==> src/rtl/btn_pkg.sv <==
// Shared types and default timing constants for pushbutton front ends.
package btn_pkg;

    localparam int unsigned CLK_HZ      = 100_000_000;
    localparam int unsigned DEBOUNCE_MS = 10;
    localparam int unsigned HOLD_MS     = 1000;

    localparam int unsigned DEBOUNCE_CYCLES_DEF = (CLK_HZ / 1000) * DEBOUNCE_MS;
    localparam int unsigned HOLD_CYCLES_DEF     = (CLK_HZ / 1000) * HOLD_MS;

    typedef enum logic [1:0] {
        IDLE         = 2'd0,
        PRESS_WAIT   = 2'd1,
        PRESSED      = 2'd2,
        RELEASE_WAIT = 2'd3
    } btn_state_t;

endpackage

==> src/rtl/sync_2ff.sv <==
// Generic two-flop synchroniser for asynchronous pad inputs.
module sync_2ff #(
    parameter int unsigned WIDTH = 1
) (
    input  logic             clk,
    input  logic             rst_n,
    input  logic [WIDTH-1:0] d,
    output logic [WIDTH-1:0] q
);

    logic [WIDTH-1:0] s1;

    always_ff @(posedge clk or negedge rst_n) begin
        if (!rst_n) begin
            s1 <= '0;
            q  <= '0;
        end else begin
            s1 <= d;
            q  <= s1;
        end
    end

endmodule

==> src/rtl/button_debounce_pulse.sv <==
// Synchronises and debounces a pushbutton, emitting a clean level and press/release pulses.
// Optional long-press detection is enabled by defining LONG_PRESS_EN.
module button_debounce_pulse
    import btn_pkg::*;
#(
    parameter int unsigned DEBOUNCE_CYCLES = DEBOUNCE_CYCLES_DEF,
    parameter int unsigned HOLD_CYCLES     = HOLD_CYCLES_DEF
) (
    input  logic clk,
    input  logic rst_n,
    input  logic button,
    output logic btn_level,
    output logic press_pulse,
    output logic release_pulse,
    output logic long_press
);

    localparam int unsigned CNT_W = $clog2(DEBOUNCE_CYCLES);
    localparam logic [CNT_W-1:0] CNT_LAST = CNT_W'(DEBOUNCE_CYCLES - 1);

    if (DEBOUNCE_CYCLES < 2) begin : g_bad_debounce
        $error("DEBOUNCE_CYCLES must be at least 2");
    end
    if (HOLD_CYCLES <= DEBOUNCE_CYCLES) begin : g_bad_hold
        $error("HOLD_CYCLES must exceed DEBOUNCE_CYCLES");
    end

    logic             s2;
    btn_state_t       state_q, state_d;
    logic [CNT_W-1:0] cnt_q, cnt_d;
    logic             press_d, release_d, level_d;

    sync_2ff #(.WIDTH(1)) u_sync (
        .clk   (clk),
        .rst_n (rst_n),
        .d     (button),
        .q     (s2)
    );

    // Stable-time FSM: a WAIT state only commits once s2 has held for the full window.
    always_comb begin
        state_d   = state_q;
        cnt_d     = cnt_q;
        press_d   = 1'b0;
        release_d = 1'b0;
        case (state_q)
            IDLE: begin
                if (s2) state_d = PRESS_WAIT;
            end
            PRESS_WAIT: begin
                if (!s2) begin
                    state_d = IDLE;
                end else if (cnt_q == CNT_LAST) begin
                    state_d = PRESSED;
                    press_d = 1'b1;
                end else begin
                    cnt_d = cnt_q + CNT_W'(1);
                end
            end
            PRESSED: begin
                if (!s2) state_d = RELEASE_WAIT;
            end
            RELEASE_WAIT: begin
                if (s2) begin
                    state_d = PRESSED;
                end else if (cnt_q == CNT_LAST) begin
                    state_d   = IDLE;
                    release_d = 1'b1;
                end else begin
                    cnt_d = cnt_q + CNT_W'(1);
                end
            end
            default: state_d = IDLE;
        endcase
        if (state_d != state_q) cnt_d = '0;
        level_d = (state_d == PRESSED) || (state_d == RELEASE_WAIT);
    end

    always_ff @(posedge clk or negedge rst_n) begin
        if (!rst_n) begin
            state_q       <= IDLE;
            cnt_q         <= '0;
            btn_level     <= 1'b0;
            press_pulse   <= 1'b0;
            release_pulse <= 1'b0;
        end else begin
            state_q       <= state_d;
            cnt_q         <= cnt_d;
            btn_level     <= level_d;
            press_pulse   <= press_d;
            release_pulse <= release_d;
        end
    end

`ifdef LONG_PRESS_EN
    localparam int unsigned HOLD_W = $clog2(HOLD_CYCLES);
    localparam logic [HOLD_W-1:0] HOLD_LAST = HOLD_W'(HOLD_CYCLES - 1);

    logic [HOLD_W-1:0] hold_q, hold_d;
    logic              fired_q, fired_d, long_d;

    // Hold timer survives rejected releases; fired flag blocks repeats until a new press.
    always_comb begin
        hold_d  = hold_q;
        fired_d = fired_q;
        long_d  = 1'b0;
        if (state_q == PRESS_WAIT && state_d == PRESSED) begin
            hold_d  = '0;
            fired_d = 1'b0;
        end else if (state_q == PRESSED || state_q == RELEASE_WAIT) begin
            if (hold_q == HOLD_LAST) begin
                if (!fired_q) begin
                    long_d  = 1'b1;
                    fired_d = 1'b1;
                end
            end else begin
                hold_d = hold_q + HOLD_W'(1);
            end
        end
    end

    always_ff @(posedge clk or negedge rst_n) begin
        if (!rst_n) begin
            hold_q     <= '0;
            fired_q    <= 1'b0;
            long_press <= 1'b0;
        end else begin
            hold_q     <= hold_d;
            fired_q    <= fired_d;
            long_press <= long_d;
        end
    end
`else
    assign long_press = 1'b0;
`endif

endmodule

==> config.mk <==
export PLATFORM = sky130hd
export DESIGN_NAME = button_debounce_pulse
export DESIGN_NICKNAME = d
export VERILOG_FILES = /design/src/rtl/btn_pkg.sv /design/src/rtl/sync_2ff.sv /design/src/rtl/button_debounce_pulse.sv
export SDC_FILE = /design/constraint.sdc
export NUM_CORES = 1
export LEC_CHECK = 0
export ABC_AREA = 0
export BUFFER_PORTS_ARGS = -buffer_cell sky130_fd_sc_hd__clkbuf_2
export CAP_MARGIN = 20
export CORE_AREA = 2 2 57 59
export DETAILED_ROUTE_END_ITERATION = 10
export DIE_AREA = 0 0 59 61
export GPL_TIMING_DRIVEN = 0
export HOLD_SLACK_MARGIN = 0.1
export RECOVER_POWER = 100
export SKIP_CTS_REPAIR_TIMING = 1
export SLEW_MARGIN = 10
export SYNTH_ARGS = -nofsm -noshare
export SYNTH_HDL_FRONTEND = slang
export SYNTH_SLANG_ARGS = --single-unit
export TNS_END_PERCENT = 20
==> constraint.sdc <==
create_clock -name clk -period 2.4 [get_ports clk]
set_input_delay 0.24 -clock clk [delete_from_list [all_inputs] [get_ports clk]]
set_output_delay 0.24 -clock clk [all_outputs]
set_load 0.02 [all_outputs]
# Yosys cells after proc, flatten, opt, wreduce, memory -nomap -nowiden
# Index checks and enable logic that the tools add are counted.
# totals
reg_bits	27
inputBits	3
output_inout_bits	4
wordCells	38
# op_classes
addsub	1
eq_ne	9
muxes	17
n_reduce_logical	4
# ops
op	count
20-bit two-way mux	4
20-bit case mux with 2 select lines	1
20-bit by 1-bit adder with 20-bit output (second input constant)	1
20-bit == test (second input constant)	1
2-bit two-way mux	6
2-bit == test (second input constant)	4
2-bit case mux with 4 select lines	1
1-bit two-way mux	5
3-bit by 2-bit != test with 1-bit output (second input constant)	1
3-bit != test (second input constant)	1
3-bit AND reduction	1
3-bit nonzero test	1
2-bit by 1-bit == test with 1-bit output (second input constant)	1
2-bit logical NOT	1
2-bit != test	1
1-bit logical OR	1

# Longest topological paths before layout
# Gate-level depths: netlist of run 1.
# depth
word_depth	7
mapped_depth	7
depth_no_buf	5

# Hierarchy
# From an unflattened synthesis of run 1, not the netlist that was laid out.
# unflattened
cells_unflattened	149
area_unflattened_um2	1441.4
# modules_own_cells
mod	instances	cells_per_inst	area_each_um2	seq_area_each_um2
button_debounce_pulse	1	147	1391.3	625.6
sync_2ff	1	2	50.0	50.0

# Least setup slack after synthesis of run 1
# OpenSTA, ideal clock, no wires.
# synth_path
kind	flip-flop to flip-flop
start	reg cnt_q[0]
end	reg cnt_q[17]
setup_ps	136
arrival_ps	1524
required_time_ps	2264
slack_ps	741
path_stages_with_launch	8
n_path_buf	2
period_less_slack_ps	1659
cell_sequence	dfrtp_1 -> ha_1 -> nand3_1 -> nor4_1 -> a21o_1 -> buf_2 -> buf_6 -> a22oi_1
# synth_between
elab_chain_len	7
elab_cells_between_ends	17
classes_between	add/sub: 1; eq/ne: 4; mux: 10; reduce/logical: 2
# synth_lines
item	line	text
start, declared	button_debounce_pulse.sv:30	logic [CNT_W-1:0] cnt_q, cnt_d;
start signal, assigned	button_debounce_pulse.sv:88	cnt_q <= cnt_d;
branches (longest 7 deep; another with 20-bit by 1-bit adder with 20-bit output)	-	
# Parallel ways; which one is timed is not known. The select of a mux whose other input is x is not followed.
# A chain may end at the register's enable or synchronous reset.

# Worst setup path after layout of run 1
# layout_path
start	reg cnt_q[0]
end	reg cnt_q[1]
# Same word-level chain as after synthesis.

==> results of run 1 <==
[worst max-delay path, cell delays in order (launching register included)]
cell and delay, ns:
sky130_fd_sc_hd__dfrtp_1 0.40, sky130_fd_sc_hd__ha_1 0.21, sky130_fd_sc_hd__nand3_1 0.18, sky130_fd_sc_hd__nor4_1 0.42, sky130_fd_sc_hd__a21o_1 0.16, sky130_fd_sc_hd__buf_2 0.22
sky130_fd_sc_hd__buf_6 0.18, sky130_fd_sc_hd__o21ai_0 0.09
[flip-flops by register name, indices dropped and copies added (netlist names)]
name,flops
cnt_q,20
state_q,2
btn_level,1
press_pulse,1
release_pulse,1
u_sync.q,1
u_sync.s1,1
[worst min-delay path by stage]
stage,start,end,slack (ns),cells after the start
floorplan,rst_n,btn_level$_DFF_PN0_,-0.06,0
global placement,rst_n,cnt_q[14]$_DFFE_PN0P_,0.30,1
detailed placement,rst_n,cnt_q[14]$_DFFE_PN0P_,0.31,1
CTS,rst_n,cnt_q[14]$_DFFE_PN0P_,-0.06,1
global route,u_sync.s1$_DFF_PN0_,u_sync.q$_DFF_PN0_,0.38,0
finish,u_sync.s1$_DFF_PN0_,u_sync.q$_DFF_PN0_,0.36,0
[power groups by stage]
stage | registers, uW | clock network (uW) | logic (uW)
6_report | 464 | 199 | 46.4
5_1_grt | 466 | 225 | 52.7
4_1_cts | 465 | 207 | 45.1
3_5_place_dp | 473 | 0 | 45.0
3_3_place_gp | 473 | 0 | 44.3
2_1_floorplan | 472 | 0 | 26.6
[area by class of cell]
type                    count  share of cell area [%]
multi-input cells         101                    44.6
flip-flops and latches     27                    44.5
plain buffers               8                    3.05
well taps                  33                    2.72
repair buffers              7                    2.64
clock buffers               4                    1.73
inverters                   3                   0.741
[cells in the final DEF, fill, tap and decap left out, types with 2 or more instances in the layout]
cell and n:
sky130_fd_sc_hd__nor2_1 5, sky130_fd_sc_hd__a21oi_1 3, sky130_fd_sc_hd__and3_1 3, sky130_fd_sc_hd__nor3b_1 3, sky130_fd_sc_hd__nor4_1 2, sky130_fd_sc_hd__nand4_1 2
sky130_fd_sc_hd__and4_1 2, sky130_fd_sc_hd__o2111ai_1 2, sky130_fd_sc_hd__mux2_2 2, sky130_fd_sc_hd__dlygate4sd3_1 2, sky130_fd_sc_hd__or3_1 6, sky130_fd_sc_hd__inv_1 3
sky130_fd_sc_hd__dfrtp_1 27, sky130_fd_sc_hd__clkbuf_1 7, sky130_fd_sc_hd__a21o_1 2, sky130_fd_sc_hd__o31ai_1 5, sky130_fd_sc_hd__nand2_1 10, sky130_fd_sc_hd__and2_1 3
sky130_fd_sc_hd__o21ai_0 11, sky130_fd_sc_hd__buf_2 4, sky130_fd_sc_hd__clkbuf_4 3, sky130_fd_sc_hd__xor2_1 2, sky130_fd_sc_hd__nand3_1 7, sky130_fd_sc_hd__or4_1 5
sky130_fd_sc_hd__a22oi_1 11
[logic make-up (layout without fill, tap and decap cells)]
family | count (synthesis) | count (layout) | synth area share (%)
AND/OR/NAND/NOR | 52 | 52 | 21.5
buffers and inverters | 11 | 22 | 4.08
flip-flops | 27 | 27 | 47.9
other | 1 | 1 | 0.266
AO/OA/AOI/OAI | 41 | 41 | 20.8
adder cells (fa/ha/maj) | 1 | 1 | 0.886
XOR/XNOR | 4 | 4 | 3.01
multiplexers | 2 | 2 | 1.60
[synthesized netlist by cell type, drive strengths merged (2+ instances only)]
cell type,number
nor2,5
or3,6
and3,3
nand4,2
clkbuf,2
a21o,2
nor3b,3
a21oi,3
o211ai,3
mux2,2
a22oi,11
o31ai,5
nand2,10
and4,2
or4,5
xor2,3
dfrtp,27
and2,3
o2111ai,2
o21ai,11
inv,3
nand3,7
buf,6
nor4,2
[routing by layer]
metal / vias up / global-route usage [%] / wire length (um)
met2: 20 / 28.6 / 1320
met1: 543 / 24.7 / 1420
li1: 551 / - / -
met4: 0 / 6.17 / 35
met3: 5 / 2.77 / 81
met5: - / 0 / 0
[stage by stage]
step	setup slack, ns	hold slack [ns]
after CTS	0.416	-0.0629
after floorplan	0.741	-0.0556
after detailed placement	0.442	0.309
after global placement	0.445	0.301
final	0.425	0.364
after global routing	0.200	0.380
==> run metrics, run 1 <==
largest clock skew in the final design 0.0171 ns; area overhead of the layout relative to synthesis 7.62%; async set or reset register ratio after synthesis 100%; synthesized area per cell 10.2 um2; setup slack on the worst flop-to-flop path between 0.4 and 0.5 ns; CTS Root Buffer Type sky130_fd_sc_hd__clkbuf_4; Pwr Density 467 nW/um2; time the final worst path needs with I/O delays and setup 1.97 ns; number of flops mapped to enable cells by yosys 0; Detailed Routing Iterations Pass 1 5; Max-slew headroom 1.28%; worst-path maximum fanout 10; fraction of layout instances using a drive strength above 1 10.7%; Setup crit start cnt_q[0]$_DFFE_PN0P_; signal arrival time at the worst endpoint 2.19 ns; worst setup path class reg2reg; switching share of total power a little under a quarter; number of placed instances with taps included 177; maximum number of pins on one net before global-route repair 28; count of nets after finishing approximately 160; Die Area 3600 um2; Setup crit end cnt_q[1]$_DFFE_PN0P_; GRT Util Overall between 10% and 20%; outcome completed; input/output buffers 5; Die H 61 um; share of power burned in the clock network 28.0%; period utilisation layout between 80 and 90%; number of nets in the synthesized netlist 143; Max Fclk 0.506 GHz; Worst Reg2Reg Path Length in Cells 7; post-synthesis register bit count 27; capture instance of the worst register-to-register path cnt_q[1]$_DFFE_PN0P_; Antenna Violating Nets Remaining 0; Layout Cells excl Fill roughly 180; Int Pwr 540 uW; clock edge transition at the registers on the reported setup and hold paths between 0.1 and 0.15 ns; Core Util, Final 51.4%; number of rows in the core area 20; total clock sinks 27; total core area just under 3000 um2; count of synthesis-stage warnings from yosys 0; Initial Util 47.8%; finished layout cell area between 1500 and 2000 um2; final routed wire length divided by cell count 15.6 um; weighted congestion at the end of routability-driven global placement roughly 0.77; cell taking the most area after synthesis sky130_fd_sc_hd__dfrtp_1; type of destination of the critical path flip-flop; final wirelength 2.86 mm; buffer depth of the longest clock path 2; Vias 1,119; hpwl dp 1.96 mm; Worst Setup Start Kind flip-flop; sequential power share 65.4%; sum of internal, switching and leakage power around 700 uW; Hold Violations, Final 0; net load switching power 170 uW; total congestion overflow 0; combinational share of power 6.5%; max cap viols 0; final setup fails 0; TritonCTS buffer count 3; final sum of negative setup slack 0 ns; portion of synthesized cell area occupied by the leading cell type roughly 48%; instance count of the mapped netlist 139; fillcell total 275; setup repair after global routing missed its margin no; num ports 7; top area cells in the synthesized netlist sky130_fd_sc_hd__dfrtp_1 (48%), sky130_fd_sc_hd__a22oi_1 (5.9%), sky130_fd_sc_hd__o21ai_0 (3.9%); antenna violations before repair 0; final routed DRC violation total 0; Final Slew Violations 0; clock latency at the later pin of the worst-skew pair approximately 0.33 ns; area used by multi-input combinational logic 678 um2; via count of the first global-routing pass 1,037; Leakage 0.000618 uW; worst endpoint required time 2.61 ns; most instantiated flip-flop cell in the synthesis netlist sky130_fd_sc_hd__dfrtp_1; Reg-to-Reg Start cnt_q[0]$_DFFE_PN0P_; clock tree from TritonCTS built; Horiz. Die Dim about 59 um; # diodes 0; Slew @ Worst Pin ~1.5 ns; Reg area between 600 and 700 um2; sequential share of the synthesized area 47.9%; vias per std cell 6.11; count of H-tree levels built during CTS 1; first-pass GRT wire length 4.81 mm; worst ir drop on vdd 0.000214 V; First DRT Iteration DRCs 48; placed inst area approximately 1500 um2; Synth cell types 40; Tightest Hold Check Type reg2reg; post-synth design cell area roughly 1400 um2
No activity file was read; power rests on OpenSTA's default activity.
==> run 2, diff against run 1 <==
--- a/config.mk
+++ b/config.mk
@@ -13,6 +13,7 @@
 export DIE_AREA = 0 0 59 61
 export GPL_TIMING_DRIVEN = 0
 export HOLD_SLACK_MARGIN = 0.1
+export PLACE_DENSITY = 0.67
 export RECOVER_POWER = 100
 export SKIP_CTS_REPAIR_TIMING = 1
 export SLEW_MARGIN = 10
==> constraint.sdc (replaced) <==
create_clock -name clk -period 1.8 [get_ports clk]
set_input_delay 0.18 -clock clk [delete_from_list [all_inputs] [get_ports clk]]
set_output_delay 0.18 -clock clk [all_outputs]
set_load 0.02 [all_outputs]
==> run metrics, run 2 (same netlist as run 1, synthesis figures left out) <==
total clock sinks 27 (unchanged); register containing the most flip-flops in the final layout cnt_q; setup slack on the worst flop-to-flop path 0.01 ns (-0.41 ns); outcome completed; Largest register FFs 20 (unchanged); cell class contributing the biggest share of worst-path delay simple AND/OR/NAND/NOR gates; final sum of negative setup slack 0 ns (unchanged); via count of the first global-routing pass 1,073 (+3.5%); most common cell after layout, fill and taps aside sky130_fd_sc_hd__dfrtp_1; capture instance of the worst register-to-register path cnt_q[16]$_DFFE_PN0P_; num ports 7 (unchanged); clock latency at the later pin of the worst-skew pair 0.34 ns (about the same); Worst Setup Start Kind flip-flop; Initial Util 47.8% (unchanged); clock tree from TritonCTS built; type of destination of the critical path flip-flop; slowest stage cell on the critical path sky130_fd_sc_hd__or4_1; commonest cells after routing, fill and taps aside sky130_fd_sc_hd__dfrtp_1 (24), sky130_fd_sc_hd__o21ai_0 (10), sky130_fd_sc_hd__a22oi_1 (10); final setup fails 0 (unchanged); max cap viols 0 (unchanged); min-delay src u_sync.s1$_DFF_PN0_; signal arrival time at the worst endpoint 2.06 ns (-0.13 ns); Max-slew headroom 55.2% (+54 points); CTS Root Buffer Type sky130_fd_sc_hd__clkbuf_4; TritonCTS buffer count 3 (unchanged); placed inst area 1480 um2 (unchanged); Die Area 3600 um2 (unchanged); Vias 1,185 (+5.9%); hpwl dp 2.01 mm (+2.5%); First DRT Iteration DRCs 44 (-8.3%); Antenna Violating Nets Remaining 0 (unchanged); Detailed Routing Iterations Pass 1 4 (-1); Reg-to-Reg Start state_q[1]$_DFF_PN0_; weighted congestion at the end of routability-driven global placement 0.787 (+2.0%); Die H 61 um (unchanged); number of rows in the core area 20 (unchanged); total core area 2950 um2 (unchanged); period utilisation layout 99.2% (+17 points); maximum number of pins on one net before global-route repair 28 (unchanged); largest clock skew in the final design 0.00181 ns (-0.0153 ns); worst setup path class reg2reg; vias per std cell 6.27 (+2.5%); count of H-tree levels built during CTS 1 (unchanged); final worst hold slack 0.377 ns (+0.0127 ns); Worst Reg2Reg Path Length in Cells 5 (-2); Pwr Density 590 nW/um2 (+26%); CP Buf/Inv Count 1 (-1); area overhead of the layout relative to synthesis 17.9%; finished layout cell area 1660 um2 (+9.6%); fraction of layout instances using a drive strength above 1 23.1% (+12 points); Leakage 0.000669 uW (+8.3%); Tightest Hold Check Type reg2reg; registers with the most flip-flops cnt_q x20, state_q x2; largest stage delay on the critical path 0.50 ns (+0.08 ns); buffer depth of the longest clock path 2 (unchanged); antenna violations before repair 0 (unchanged); clock edge transition at the registers on the reported setup and hold paths 0.16 ns (+0.03 ns); worst-case setup margin in the final layout 0.0145 ns (-0.411 ns); input/output buffers 5 (unchanged); area used by multi-input combinational logic 759 um2 (+12%); GRT Util Overall 17.9% (+0.090 points); time the final worst path needs with I/O delays and setup 1.79 ns (-0.189 ns); WHS Endpoint u_sync.q$_DFF_PN0_; worst-path maximum fanout 8 (-2); Max Fclk 0.560 GHz (+11%); sum of internal, switching and leakage power 982 uW (+38%); final wirelength 3.22 mm (+13%); final routed DRC violation total 0 (unchanged); Horiz. Die Dim 59 um (unchanged); # diodes 0 (unchanged); first-pass GRT wire length 4.93 mm (+2.4%); worst ir drop on vdd 0.000247 V (+16%); Min-Delay Path Depth 0 (unchanged); worst slack at placement -0.170 ns (-0.613 ns); worst endpoint required time 2.08 ns (-0.53 ns); count of nets after finishing 161 (+3.9%); total congestion overflow 0 (unchanged); Slew @ Worst Pin 0.672 ns (-0.808 ns); Hold Violations, Final 0 (unchanged); Final Slew Violations 0 (unchanged); setup repair after global routing missed its margin yes; ordered cell list for the critical path xor2_4 -> buf_6 -> o211ai_4 -> or4_1 -> a22oi_2; fillcell total 267 (-2.9%); Reg area 679 um2 (+0.56%); final routed wire length divided by cell count 17.0 um (+9.1%)
## run 2: cell count changes in the layout (fill, tap and decap cells not counted), moves of 2 or more
| cell | change |
|---|---|
| sky130_fd_sc_hd__dfrtp_1 | -3 |
| sky130_fd_sc_hd__dfrtp_2 | +3 |
| sky130_fd_sc_hd__buf_6 | +2 |
| sky130_fd_sc_hd__clkbuf_1 | -4 |
| sky130_fd_sc_hd__buf_4 | +6 |
## run 2: per-layer routing
| layer | share of wire [%] | up-vias | GRT usage [%] |
|---|---|---|---|
| li1 | - | 562 | - |
| met1 | 45 | 576 | 25.1 |
| met2 | 47 | 40 | 27.6 |
| met3 | 5.3 | 7 | 3.41 |
| met4 | 2.5 | 0 | 6.82 |
| met5 | 0 | - | 0 |
## run 2: cell type report
class / instances / area share, %
multi-input combinational: 102 / 45.6
buffer: 7 / 3.16
inverter: 3 / 0.677
clock buffer: 3 / 1.35
timing repair buffer: 13 / 5.41
tap: 33 / 2.48
sequential: 27 / 40.8
clock inverter: 1 / 0.451
## run 2: through the flow
stage	utilization (%)	cells
after floorplan	-	139
after global placement	50.0	177
after detailed placement	50.0	177
after CTS	51.1	181
after global routing	56.4	189
final	56.4	189
## run 2: worst max-delay path by stage
stage                              start                    end  depth (start not counted)
floorplan           cnt_q[0]$_DFFE_PN0P_  cnt_q[17]$_DFFE_PN0P_                          7
global placement    cnt_q[0]$_DFFE_PN0P_  cnt_q[18]$_DFFE_PN0P_                          7
detailed placement  cnt_q[0]$_DFFE_PN0P_  cnt_q[17]$_DFFE_PN0P_                          7
CTS                 cnt_q[0]$_DFFE_PN0P_   cnt_q[0]$_DFFE_PN0P_                          7
global route        cnt_q[6]$_DFFE_PN0P_  cnt_q[18]$_DFFE_PN0P_                          5
finish              state_q[1]$_DFF_PN0_  cnt_q[16]$_DFFE_PN0P_                          5
## run 2: power by group
group | switching, uW | internal [uW]
Sequential | 11.5 | 614
Combinational | 44.1 | 27.6
Clock | 199 | 85.4
==> run 3, diff against run 2 <==
--- a/config.mk
+++ b/config.mk
@@ -9,12 +9,14 @@
 export BUFFER_PORTS_ARGS = -buffer_cell sky130_fd_sc_hd__clkbuf_2
 export CAP_MARGIN = 20
 export CORE_AREA = 2 2 57 59
+export CTS_CLUSTER_SIZE = 12
 export DETAILED_ROUTE_END_ITERATION = 10
 export DIE_AREA = 0 0 59 61
 export GPL_TIMING_DRIVEN = 0
 export HOLD_SLACK_MARGIN = 0.1
 export PLACE_DENSITY = 0.67
 export RECOVER_POWER = 100
+export REMOVE_ABC_BUFFERS = 1
 export SKIP_CTS_REPAIR_TIMING = 1
 export SLEW_MARGIN = 10
 export SYNTH_ARGS = -nofsm -noshare
==> run metrics, run 3 (same netlist as run 1, synthesis figures left out) <==
outcome completed; Hold Violations, Final 0 (unchanged); Max Fclk 0.558 GHz (-0.41%); cell class contributing the biggest share of worst-path delay simple AND/OR/NAND/NOR gates; maximum number of pins on one net before global-route repair 28 (unchanged); Pwr Density 597 nW/um2 (+1.1%); Max-slew headroom 55.2% (about the same); clock latency at the later pin of the worst-skew pair 0.33 ns (about the same); worst ir drop on vdd 0.000304 V (+23%); final wirelength 2.91 mm (-9.7%); antenna violations before repair 0 (unchanged); TritonCTS buffer count 3 (unchanged); Tightest Hold Check Type reg2reg; path length in cells of the critical path 4 (-1); worst setup path class reg2reg; clock edge transition at the registers on the reported setup and hold paths 0.15 ns (about the same); Antenna Violating Nets Remaining 0 (unchanged); Layout Cells excl Fill 180 (-4.8%); register containing the most flip-flops in the final layout cnt_q; worst-path maximum fanout 11 (+3); Leakage 0.000631 uW (-5.6%); period utilisation layout 99.6% (+0.41 points); worst endpoint required time 2.05 ns (-0.03 ns); registers with the most flip-flops cnt_q x20, state_q x2; total core area 2950 um2 (unchanged); type of destination of the critical path flip-flop; # diodes 0 (unchanged); CTS Root Buffer Type sky130_fd_sc_hd__clkbuf_4; Final Slew Violations 0 (unchanged); count of H-tree levels built during CTS 1 (unchanged); ordered cell list for the critical path xor2_4 -> o211ai_4 -> or4b_1 -> a22oi_1; Min-Delay Path Depth 0 (unchanged); buffer depth of the longest clock path 2 (unchanged); CP Buf/Inv Count 0 (-1); first-pass GRT wire length 4.63 mm (-6.0%); worst-case setup margin in the final layout 0.00709 ns (-0.00743 ns); count of nets after finishing 152 (-5.6%); Vias 1,125 (-5.1%); signal arrival time at the worst endpoint 2.04 ns (-0.02 ns); final routed DRC violation total 0 (unchanged); clock tree from TritonCTS built; number of rows in the core area 20 (unchanged); First DRT Iteration DRCs 44 (unchanged); Core Util, Final 54.1% (-2.3 points); hpwl dp 1.81 mm (-9.9%); final setup fails 0 (unchanged); Worst Reg2Reg Path Length in Cells 4 (-1); area overhead of the layout relative to synthesis 13.1%; Largest register FFs 20 (unchanged); setup repair after global routing missed its margin yes; setup slack on the worst flop-to-flop path 0.007 ns (about the same); most common cell after layout, fill and taps aside sky130_fd_sc_hd__dfrtp_1; total congestion overflow 0 (unchanged); weighted congestion at the end of routability-driven global placement 0.795 (+0.93%); largest stage delay on the critical path 0.54 ns (+0.04 ns); Worst Setup Start Kind flip-flop; Slew @ Worst Pin 0.672 ns (-0.000223 ns); Initial Util 47.8% (unchanged); vias per std cell 6.25 (-0.32%); GRT Util Overall 16.9% (-0.98 points); total clock sinks 27 (unchanged); input/output buffers 5 (unchanged); Detailed Routing Iterations Pass 1 4 (unchanged); Horiz. Die Dim 59 um (unchanged); slowest stage cell on the critical path sky130_fd_sc_hd__or4b_1; num ports 7 (unchanged); number of placed instances with taps included 169 (-4.5%); Die Area 3600 um2 (unchanged); Die H 61 um (unchanged); fraction of layout instances using a drive strength above 1 19.0% (-4.0 points); commonest cells after routing, fill and taps aside sky130_fd_sc_hd__dfrtp_1 (25), sky130_fd_sc_hd__o21ai_0 (11), sky130_fd_sc_hd__a22oi_1 (10); max cap viols 0 (unchanged); final routed wire length divided by cell count 16.2 um (-5.2%); largest clock skew in the final design 0.00496 ns (+0.00315 ns); worst slack at placement -0.336 ns (-0.166 ns); time the final worst path needs with I/O delays and setup 1.79 ns (+0.00743 ns); via count of the first global-routing pass 1,009 (-6.0%)
## run 3: power by group
part | internal, uW | switching [uW] | total, uW
Combinational | 18.4 | 39.7 | 58.1
Clock | 83.4 | 185 | 269
Sequential | 614 | 11.7 | 626
## run 3: worst paths after layout
kind                                           start               endpoint
worst min-delay path             u_sync.s1$_DFF_PN0_     u_sync.q$_DFF_PN0_
worst max register to register  state_q[1]$_DFF_PN0_  cnt_q[19]$_DFFE_PN0P_
worst max-delay path            state_q[1]$_DFF_PN0_  cnt_q[19]$_DFFE_PN0P_
worst min register to register   u_sync.s1$_DFF_PN0_     u_sync.q$_DFF_PN0_
max in group asynchronous                      rst_n     u_sync.q$_DFF_PN0_
min in group asynchronous                      rst_n  cnt_q[12]$_DFFE_PN0P_
## run 3: per-stage QoR
| stage | TNS [ns] | instance area, um2 | power, uW | hold slack (ns) |
|---|---|---|---|---|
| 2_1_floorplan | 0 | 1370 | 658 | -0.116 |
| 3_3_place_gp | -4.81 | 1430 | 680 | 0.240 |
| 3_5_place_dp | -6.02 | 1430 | 682 | 0.244 |
| 4_1_cts | -6.31 | 1460 | 943 | -0.130 |
| 5_1_grt | -0.411 | 1600 | 988 | 0.394 |
| 6_report | 0 | 1600 | 953 | 0.376 |
## run 3: final cells by class
type	count	area (um2)
timing repair buffer	12	78.8
sequential	27	678
multi-input combinational	101	759
clock inverter	1	5.00
clock buffer	3	22.5
fill	261	1360
inverter	3	11.3
tap	33	41.3
## run 3: routing by layer
metal / GRT usage, % / routed length (um) / share of wire [%] / vias to the layer above
met2: 25.9 / 1390 / 48 / 12
met3: 3.20 / 76 / 2.6 / 6
met1: 23.3 / 1400 / 48 / 565
li1: - / - / - / 542
met4: 8.12 / 45 / 1.5 / 0
met5: 0 / 0 / 0 / -
